[config.mk]
export PLATFORM = sky130hd
export DESIGN_NAME = demux
export DESIGN_NICKNAME = d
export VERILOG_FILES = /design/src/rtl/demux_pkg.sv /design/src/rtl/demux_chan.sv /design/src/rtl/demux.sv
export SDC_FILE = /design/constraint.sdc
export NUM_CORES = 1
export LEC_CHECK = 0
export CAP_MARGIN = 30
export CORE_MARGIN = 3
export CORE_UTILIZATION = 47
export DETAILED_ROUTE_END_ITERATION = 10
export GPL_TIMING_DRIVEN = 0
export PLACE_DENSITY = 0.88
export SLEW_MARGIN = 30
export SYNTH_ARGS = -nofsm -noshare
export SYNTH_HDL_FRONTEND = slang
export SYNTH_SLANG_ARGS = --single-unit
[constraint.sdc]
create_clock -name clock -period 4.45 [get_ports clock]
set_clock_uncertainty 0.2 [all_clocks]
set_input_delay 0.6675 -clock clock [delete_from_list [all_inputs] [get_ports clock]]
set_output_delay 0.6675 -clock clock [all_outputs]
set_load 0.005 [all_outputs]
[src/rtl/demux_pkg.sv]
// Shared definitions for the three-channel demux: default width, channel count,
// error-counter ceiling and the per-channel buffer state encoding.
package demux_pkg;

  localparam int WIDTH_DEF = 4;
  localparam int NUM_CH    = 3;
  localparam int ERR_MAX   = 255;

  typedef enum logic {
    CH_EMPTY = 1'b0,
    CH_FULL  = 1'b1
  } ch_state_t;

  // Saturating increment so the illegal-select counter sticks at its ceiling.
  function automatic logic [7:0] sat_inc(input logic [7:0] v);
    return (v == 8'(ERR_MAX)) ? v : v + 8'd1;
  endfunction

endpackage

[src/rtl/demux_chan.sv]
// One-entry output buffer for a single demux channel; refills in the same cycle
// it is drained so a streaming consumer sees no bubble.
module demux_chan
  import demux_pkg::*;
#(
  parameter int WIDTH = WIDTH_DEF
) (
  input  logic             clock,
  input  logic             reset,
  input  logic             load,
  input  logic [WIDTH-1:0] data,
  input  logic             ready,
  output ch_state_t        state,
  output logic [WIDTH-1:0] q,
  output logic             valid
);

  ch_state_t next_state;

  always_ff @(posedge clock or posedge reset) begin
    if (reset) state <= CH_EMPTY;
    else       state <= next_state;
  end

  // A simultaneous drain and load keeps the buffer full with the new word.
  always_comb begin
    next_state = state;
    case (state)
      CH_EMPTY: if (load)           next_state = CH_FULL;
      CH_FULL:  if (ready && !load) next_state = CH_EMPTY;
    endcase
  end

  always_ff @(posedge clock or posedge reset) begin
    if (reset)     q <= '0;
    else if (load) q <= data;
  end

  assign valid = (state == CH_FULL);

endmodule

[src/rtl/demux.sv]
// Three-way valid/ready demultiplexer: routes ip to the one-hot selected channel
// buffer and drops illegal selects, flagging each with err and a saturating count.
module demux
  import demux_pkg::*;
#(
  parameter int WIDTH = WIDTH_DEF
) (
  input  logic             clock,
  input  logic             reset,
  input  logic [WIDTH-1:0] ip,
  input  logic             in_valid,
  input  logic             sel1,
  input  logic             sel2,
  input  logic             sel3,
  output logic             in_ready,
  output logic [WIDTH-1:0] op1,
  output logic [WIDTH-1:0] op2,
  output logic [WIDTH-1:0] op3,
  output logic             op1_valid,
  output logic             op2_valid,
  output logic             op3_valid,
  input  logic             op1_ready,
  input  logic             op2_ready,
  input  logic             op3_ready,
  output logic             err,
  output logic [7:0]       err_count
);

  logic [NUM_CH-1:0] sel;
  logic [NUM_CH-1:0] ready;
  logic [NUM_CH-1:0] accept;
  logic [NUM_CH-1:0] load;
  logic [NUM_CH-1:0] valid;
  logic [WIDTH-1:0]  q [NUM_CH];
  ch_state_t         state [NUM_CH];
  logic              legal;
  logic              xfer;

  assign sel   = {sel3, sel2, sel1};
  assign ready = {op3_ready, op2_ready, op1_ready};

  // Exactly one bit set: odd parity excludes 000/011/101/110, and-reduce excludes 111.
  assign legal = (^sel) & ~(&sel);

  // Illegal selects are always accepted so they can be consumed and counted.
  assign in_ready = ~legal | (|(sel & accept));
  assign xfer     = in_valid & in_ready;
  assign load     = {NUM_CH{xfer & legal}} & sel;

  for (genvar n = 0; n < NUM_CH; n++) begin : g_chan
    assign accept[n] = (state[n] == CH_EMPTY) | ready[n];

    demux_chan #(.WIDTH(WIDTH)) u_chan (
      .clock (clock),
      .reset (reset),
      .load  (load[n]),
      .data  (ip),
      .ready (ready[n]),
      .state (state[n]),
      .q     (q[n]),
      .valid (valid[n])
    );
  end

  assign op1       = q[0];
  assign op2       = q[1];
  assign op3       = q[2];
  assign op1_valid = valid[0];
  assign op2_valid = valid[1];
  assign op3_valid = valid[2];

  always_ff @(posedge clock or posedge reset) begin
    if (reset) begin
      err       <= 1'b0;
      err_count <= 8'd0;
    end else begin
      err <= xfer & ~legal;
      if (xfer && !legal) err_count <= sat_inc(err_count);
    end
  end

endmodule

# Word-level counts from Yosys, hierarchy flattened

Cells that the tools add are included.

Reduce and logical (&&, ||, !) cells: 12
Mux-type cells: 9
Equal/unequal tests: 1
Bitwise logic cells: 16
$add $sub $neg: 1

Operators by type and width:

| kind                  | number |
|---|---|
| $add A8 B1 Y8 const B | 1 |
| $eq A8 B8 Y1 const B  | 1 |
| $and A3 B3 Y3         | 2 |
| $mux W1               | 6 |
| $not A1 Y1            | 6 |
| $pmux W1 S2           | 3 |
| $and A1 B1 Y1         | 4 |
| $logic_and A1 B1 Y1   | 4 |
| $logic_not A1 Y1      | 4 |
| $or A1 B1 Y1          | 4 |
| $reduce_and A3 Y1     | 1 |
| $reduce_or A3 Y1      | 1 |
| $reduce_xor A3 Y1     | 1 |
| $reduce_and A2 Y1     | 1 |

Word-level logic and storage cells: 47
Flip-flop bits (word level): 24
Output and inout port bits: 25
Input bits: 13

# Logic depth before layout (Yosys ltp)

Gate-level depths: netlist of run 1.

Depth in word-level cells: 12
Mapped depth: 5
Depth with buffers taken out: 5

# Modules after synthesis

Synthesis of run 1 repeated with hierarchy kept, for this count alone.

Cell total of the unflattened synthesis: 90
Area total of the unflattened synthesis: 1131.1 sq um

By module, submodules not included:

| module     | area each (sq um) | sequential area each (sq um) | cells an instance | instances |
|---|---|---|---|---|
| demux_chan | 193.9             | 125.1                        | 13                | 3 |
| demux      | 549.3             | 225.2                        | 51                | 1 |

# Least setup slack after synthesis of run 1

OpenSTA, ideal clock, no wires.

Kind: input -> output
Start: in op3_ready
End: out in_ready
Stages: 3
Slack: 1916 ps
Arrival: 1666 ps
Required time: 3582 ps
Buffers on the path: 0
Path through: nand2b_4 a222oi_1 or2b_1

Longest elaborated chain between the ends: 4

Ends and longest elaborated chain:

| what             | line        | RTL |
|---|---|---|
| from (decl)      | demux.sv:24 | `input logic op3_ready,` |
| $or A1 B1 Y1     | demux.sv:51 | `assign accept[n] = (state[n] == CH_EMPTY) \| ready[n];` |
| $and A3 B3 Y3    | demux.sv:46 | `assign in_ready = ~legal \| (\|(sel & accept));` |
| $reduce_or A3 Y1 | demux.sv:46 |  |
| $or A1 B1 Y1     | demux.sv:46 |  |
| to (decl)        | demux.sv:15 | `output logic in_ready,` |

No other way between the ends.

# Worst setup path in the final report of run 1

Start: in sel1
End: out in_ready

Longest elaborated chain between the ends: 5
Elaborated cells between the ends (all ways): 8
Classes of those cells: bitwise (5); reduce/logical (3)

Ends and longest elaborated chain:

| what              | line        | RTL |
|---|---|---|
| from (decl)       | demux.sv:12 | `input logic sel1,` |
| $reduce_and A3 Y1 | demux.sv:43 | `assign legal = (^sel) & ~(&sel);` |
| $not A1 Y1        | demux.sv:43 |  |
| $and A1 B1 Y1     | demux.sv:43 |  |
| $not A1 Y1        | demux.sv:46 |  |
| $or A1 B1 Y1 *    | demux.sv:46 |  |

Mark *: on every way between the ends. The rest lies on a longest branch, timed or not.

==> results of run 1 <==
-- final cells by class --
class	instances	area share [%]
sequential	24	39.57
multi-input combinational	55	28.85
timing repair buffer	37	24.40
tap	27	2.226
clock inverter	1	1.979
clock buffer	3	1.484
inverter	6	1.484
-- flip-flops by register name (all words and copies together) (netlist names) --
register and count:
g_chan.u_chan.state 3, g_chan.u_chan.q 12, err_count 8, err 1
-- metrics by stage --
step	setup slack (ns)	hold WS (ns)	instance area (sq um)	total power, W
global placement	0.9327	0.2713	1465	0.0006317
global route	0.7805	0.3367	1518	0.0008497
finish	0.8964	0.3105	1518	0.0007964
floorplan	1.916	0.2828	1061	0.0004561
detailed placement	0.9015	0.2844	1465	0.0006472
CTS	0.8982	0.3165	1518	0.0008056
-- cells in the mapped netlist --
cell type / instances / share of area, %
sky130_fd_sc_hd__dfrtp_1: 24 / 57
sky130_fd_sc_hd__mux2_2: 9 / 9.6
sky130_fd_sc_hd__inv_1: 6 / 2.1
sky130_fd_sc_hd__nand2_1: 6 / 2.1
sky130_fd_sc_hd__mux2_1: 5 / 5.3
sky130_fd_sc_hd__nand3_1: 4 / 1.9
sky130_fd_sc_hd__xor2_1: 4 / 3.3
sky130_fd_sc_hd__nor3_1: 3 / 1.4
sky130_fd_sc_hd__a21oi_1: 2 / 0.94
sky130_fd_sc_hd__ha_1: 2 / 2.4
sky130_fd_sc_hd__nand2b_1: 2 / 1.2
sky130_fd_sc_hd__nor3_2: 2 / 1.9
sky130_fd_sc_hd__nor4_1: 2 / 1.2
sky130_fd_sc_hd__o21ai_0: 2 / 0.94
sky130_fd_sc_hd__a211o_1: 1 / 0.83
sky130_fd_sc_hd__a222oi_1: 1 / 0.94
sky130_fd_sc_hd__and4_1: 1 / 0.83
sky130_fd_sc_hd__mux2i_1: 1 / 0.94
sky130_fd_sc_hd__nand2b_4: 1 / 1.3
sky130_fd_sc_hd__nand4_1: 1 / 0.59
sky130_fd_sc_hd__nor2_1: 1 / 0.35
sky130_fd_sc_hd__nor2_2: 1 / 0.59
sky130_fd_sc_hd__nor2b_1: 1 / 0.59
sky130_fd_sc_hd__nor3b_1: 1 / 0.71
sky130_fd_sc_hd__or2b_1: 1 / 0.71
sky130_fd_sc_hd__xnor2_1: 1 / 0.83
-- power by group --
| group | internal, W | total (W) | switching [W] |
|---|---|---|---|
| Sequential | 0.000290 | 0.000356 | 0.0000660 |
| Clock | 0.0000911 | 0.000155 | 0.0000642 |
| Combinational | 0.000189 | 0.000286 | 0.0000963 |
| Total | 0.000570 | 0.000796 | 0.000227 |
-- cells by family after synthesis --
group | synth area share [%]
multiplexers | 15.80
AND/OR/NAND/NOR | 15.33
XOR/XNOR | 4.127
flip-flops | 56.60
AO/OA/AOI/OAI | 3.656
buffers and inverters | 2.122
adder cells (fa/ha/maj) | 2.358
-- worst max-delay path by stage --
stage | startpoint | to | slack (ns) | cells past startpoint
4_1_cts | sel1 | in_ready | 0.90 | 6
6_report | sel1 | in_ready | 0.90 | 6
3_5_place_dp | sel1 | in_ready | 0.90 | 6
2_1_floorplan | op3_ready | in_ready | 1.92 | 3
3_3_place_gp | sel1 | in_ready | 0.93 | 6
5_1_grt | sel1 | in_ready | 0.78 | 6
-- routing by layer --
metal  share of wire [%]  GRT usage, %  up-vias  wire length (um)
li1                    -             -      377                 -
met1                  41         22.22      417               942
met2                  52         32.86       25              1204
met3                 4.6         3.380        6               105
met4                 2.3         6.383        0                52
met5                   0             0        -                 0
==> impl_metrics.toml, run 1 <==
[outcome]
status = "completed"

[power_and_ir_drop]
power.density_cell_area_nw_per_um2 = 524.8
peakVddDrop_uv = 400.9
power.leakage_nw = 0.6598

[timing]
slew_headroom_pct = 43.99
layout_min_cycle_time_ns = 3.554
setup_tns_ns = 0
timing.fmax_mhz = 281.4
total_count_of_hold_check_failures_in_the_final_report = 0
final_min_period_over_clock_period_pct = 79.86
slew_viol_final = 0
grt_setup_unrepaired = "false"
worst-slew-pin-transition_ns = 0.8350
timing.final.setup_violations = 0

[hold_path]
hold_path_endpoint = "g_chan[0].u_chan.q[0]"
whs_path_depth = 1
min-delay-start = "g_chan[0].u_chan.q[0]"
class_of_the_tightest_hold_or_removal_check = "flop to flop"

[synth]
yosys_warning_count = 0
ys_seq_area_share_pct = 56.60
post_synth_inst_count = 85
mappedNetlistNets = 100
syn_area_per_cell_sq_um = 12.48
synth_cell_types = 26
synth-seq-cells = 24
netlist_area_sq_um = 1061

[setup_path]
slowest_delay_ns = 0.46
reg2reg_from = "g_chan[2].u_chan.state"
r2r_setup_slack_ns = 2.44
critical_path_buf_inv_count = 2
worstSetupEndpointType = "primary output"
worst_ep_required_time_ns = 3.58
cp_top_family = "buffers and inverters"
slowest_stage = "sky130_fd_sc_hd__clkdlybuf4s50_1"
worst_r2r_endpoint = "g_chan[2].u_chan.q[3]"
crit_path_start_kind = "primary input"
arrival_time_of_data_at_the_critical_path_endpoint_ns = 2.69
path_max_fanout = 6
timing.critical_path.cells = "clkdlybuf4s50_1 > ha_1 > nor3b_1 > a21oi_1 > or2b_1 > clkdlybuf4s50_1"
critical-path-top-cell-by-count = "sky130_fd_sc_hd__clkdlybuf4s50_1"
timing_worst_setup_path_type = "primary input to primary output"
r2r_cells = 4

[global_routing]
grtUsageTotal_pct = 18.51
grt_antenna_before_repair = 0
global_route.overflow_total = 0
grt_pass1_vias = 844
grt_pass1_wl_um = 3864
grt_start_max_net_pins = 25

[floorplan]
die_width_um = 53.51
die_y_um = 53.51
design.die.area_sq_um = 2863
core_area_sq_um = 2042
floorplan.initialDensity_pct = 51.96
io_pins = 38
num_rows = 16

[layout]
flow.area_growth_from_synthesis_pct = 43.04
drive_gt1_share_pct = 13.49
multiInputGateArea_sq_um = 437.9
instances_no_fill = 153
layout.cells.most_common = "sky130_fd_sc_hd__clkdlybuf4s50_1"
register_area_sq_um = 600.6
final.fill_count = 151
post_layout_utilization_of_the_core_pct = 74.33
final_nets = 142
n_diodes = 0
layout_common_cells = "sky130_fd_sc_hd__clkdlybuf4s50_1, sky130_fd_sc_hd__dfrtp_1, sky130_fd_sc_hd__mux2_2, sky130_fd_sc_hd__nand2_1"

[placement]
gp_congestion = 0.7718
dpl.hpwl_um = 1735
io_buffers = 37
placedCellCount = 149

[clock_network]
number_of_h_tree_levels = 1
post_cts_resized = 0
number_of_buffers_inserted_to_repair_setup_after_cts = 0
cts_buffers = 3
clock_latency_ns = 0.31
post_cts_hold_buffer_count = 0
cts.clk_slew.worst_paths_ns = 0.13
clkSinkCount = 24
tritoncts = "yes"
clockBufferDepth = 2
clock-root-buffer = "sky130_fd_sc_hd__clkbuf_4"

[drt]
drt-pass1-iter-count = 4
wl_per_cell_um = 15.06
postRouteWirelength_um = 2304
detail_route.vias_per_cell = 5.392
routed-via-count = 825
drtAntennaViolNets = 0
drt-initial-drc-count = 18
remaining_drc_errors = 0

[flow_run]
maxCapViolCount = 0
(Power assumes the default switching activity.)
==> inputs of run 2 (changes only) <==
CORE_UTILIZATION = 39   (was 47)
PLACE_DENSITY = 0.79   (was 0.88)
clock period = 3.2 ns   (was 4.45 ns; I/O delays follow)
==> impl_metrics.toml, run 2 (same netlist as run 1, synthesis figures left out) <==
[drt]
detail_route.vias_per_cell = 5.212
drt-pass1-iter-count = 6
routed-via-count = 813
drt-initial-drc-count = 16
postRouteWirelength_um = 2302
drtAntennaViolNets = 0
remaining_drc_errors = 0
wl_per_cell_um = 14.76

[setup_path]
r2r_cells = 4
critical-path-top-cell-by-count = "sky130_fd_sc_hd__clkdlybuf4s50_1"
r2r_setup_slack_ns = 1.27
worst_ep_required_time_ns = 2.52
slowest_delay_ns = 0.62
crit_path_start_kind = "primary input"
timing_worst_setup_path_type = "primary input to primary output"
timing.critical_path.cells = "clkdlybuf4s50_1 > nand2b_4 > a222oi_1 > or2b_1 > clkdlybuf4s50_1"
arrival_time_of_data_at_the_critical_path_endpoint_ns = 2.38
cp.depth = 5
critical_path_buf_inv_count = 2
path_max_fanout = 4
cp_top_family = "buffers and inverters"
slowest_stage = "sky130_fd_sc_hd__a222oi_1"
worstSetupEndpointType = "primary output"

[global_routing]
grt_pass1_vias = 862
global_route.overflow_total = 0
grtUsageTotal_pct = 16.02
grt_start_max_net_pins = 25
grt_antenna_before_repair = 0
grt_pass1_wl_um = 4071

[timing]
timing.fmax_mhz = 326.3
grt_setup_unrepaired = "false"
final_critical_path_setup_slack_ns = 0.1351
final_min_period_over_clock_period_pct = 95.78
worst-slew-pin-transition_ns = 0.6744
total_count_of_hold_check_failures_in_the_final_report = 0
slew_headroom_pct = 55.04
layout_min_cycle_time_ns = 3.065
setup_tns_ns = 0
timing.final.setup_violations = 0
slew_viol_final = 0

[floorplan]
die_width_um = 58.16
core_area_sq_um = 2522
num_rows = 18
floorplan.initialDensity_pct = 42.06
die_y_um = 58.16
design.die.area_sq_um = 3383
io_pins = 38

[clock_network]
clock_latency_ns = 0.32
cts_buffers = 3
clockBufferDepth = 2
post_cts_resized = 0
tritoncts = "yes"
post_cts_hold_buffer_count = 0
number_of_buffers_inserted_to_repair_setup_after_cts = 0
number_of_h_tree_levels = 1
clkSinkCount = 24
cts.clk_slew.worst_paths_ns = 0.13
clock-root-buffer = "sky130_fd_sc_hd__clkbuf_4"

[power_and_ir_drop]
power.density_cell_area_nw_per_um2 = 727.8
power.leakage_nw = 0.6652
peakVddDrop_uv = 426.6

[placement]
io_buffers = 37
place_ws_ns = 0.02665
dpl.hpwl_um = 1716
gp_congestion = 0.7214
placed_area_sq_um = 1469

[layout]
largest_reg_flops = 12
largest_registers = "g_chan.u_chan.q (12), err_count (8), g_chan.u_chan.state (3)"
final_cell_area_excluding_filler_cells_sq_um = 1530
n_diodes = 0
drive_gt1_share_pct = 15.87
final_nets = 142
flow.area_growth_from_synthesis_pct = 44.22
layout.cells.most_common = "sky130_fd_sc_hd__clkdlybuf4s50_1"
layout_common_cells = "sky130_fd_sc_hd__clkdlybuf4s50_1, sky130_fd_sc_hd__dfrtp_1, sky130_fd_sc_hd__mux2_2, sky130_fd_sc_hd__nand2_1"
regMostFlops = "g_chan.u_chan.q"

[outcome]
status = "completed"

[hold_path]
class_of_the_tightest_hold_or_removal_check = "primary input to async pin"

[flow_run]
maxCapViolCount = 0
-- run 2: cell types whose count changed in the layout (fill, tap and decap cells not counted), sizes merged --
cell,before,now
clkinv,1,0
inv,5,6
-- run 2: final cells by class --
cell class,instances,area [sq um]
Clock buffer,3,22.52
Clock inverter,1,30.03
Fill cell,221,992.2
Inverter,6,22.52
Multi-Input combinational cell,55,446.7
Sequential cell,24,600.6
Tap cell,30,37.54
Timing Repair Buffer,37,370.4
-- run 2: stage by stage --
stage	hold WS [ns]	power, W	util [%]	std cells
final	0.2957	0.001114	60.66	156
after global routing	0.3075	0.001191	60.66	156
after CTS	0.3112	0.001124	60.32	156
after detailed placement	0.2781	0.0008962	58.23	152
after global placement	0.2679	0.0008796	58.23	152
after floorplan	0.2828	0.0006342	-	85
-- run 2: worst paths after layout --
path	start	endpoint
worst min register to register	g_chan[2].u_chan.q[0]	g_chan[2].u_chan.q[0]
max in group asynchronous	reset	err_count[7]
worst max register to register	g_chan[2].u_chan.state	g_chan[2].u_chan.q[2]
worst max-delay path	op3_ready	in_ready
min in group clock	g_chan[2].u_chan.q[0]	g_chan[2].u_chan.q[0]
worst min-delay path	reset	g_chan[0].u_chan.q[2]
-- run 2: routing by layer --
metal  vias up  wire length, um  GRT usage [%]
met5         -                0              0
met4         0               63          8.940
met2        25             1202          25.97
li1        381                -              -
met1       403              940          20.40
met3         4               95          2.450
-- run 2: power by group --
part	leakage (nW)	internal [W]	total [W]	switching [W]
sequential	0.291	0.000403	0.000496	0.0000931
clock	0.0279	0.000127	0.000221	0.0000941
combinational	0.346	0.000263	0.000397	0.000134
total	0.665	0.000793	0.00111	0.000321
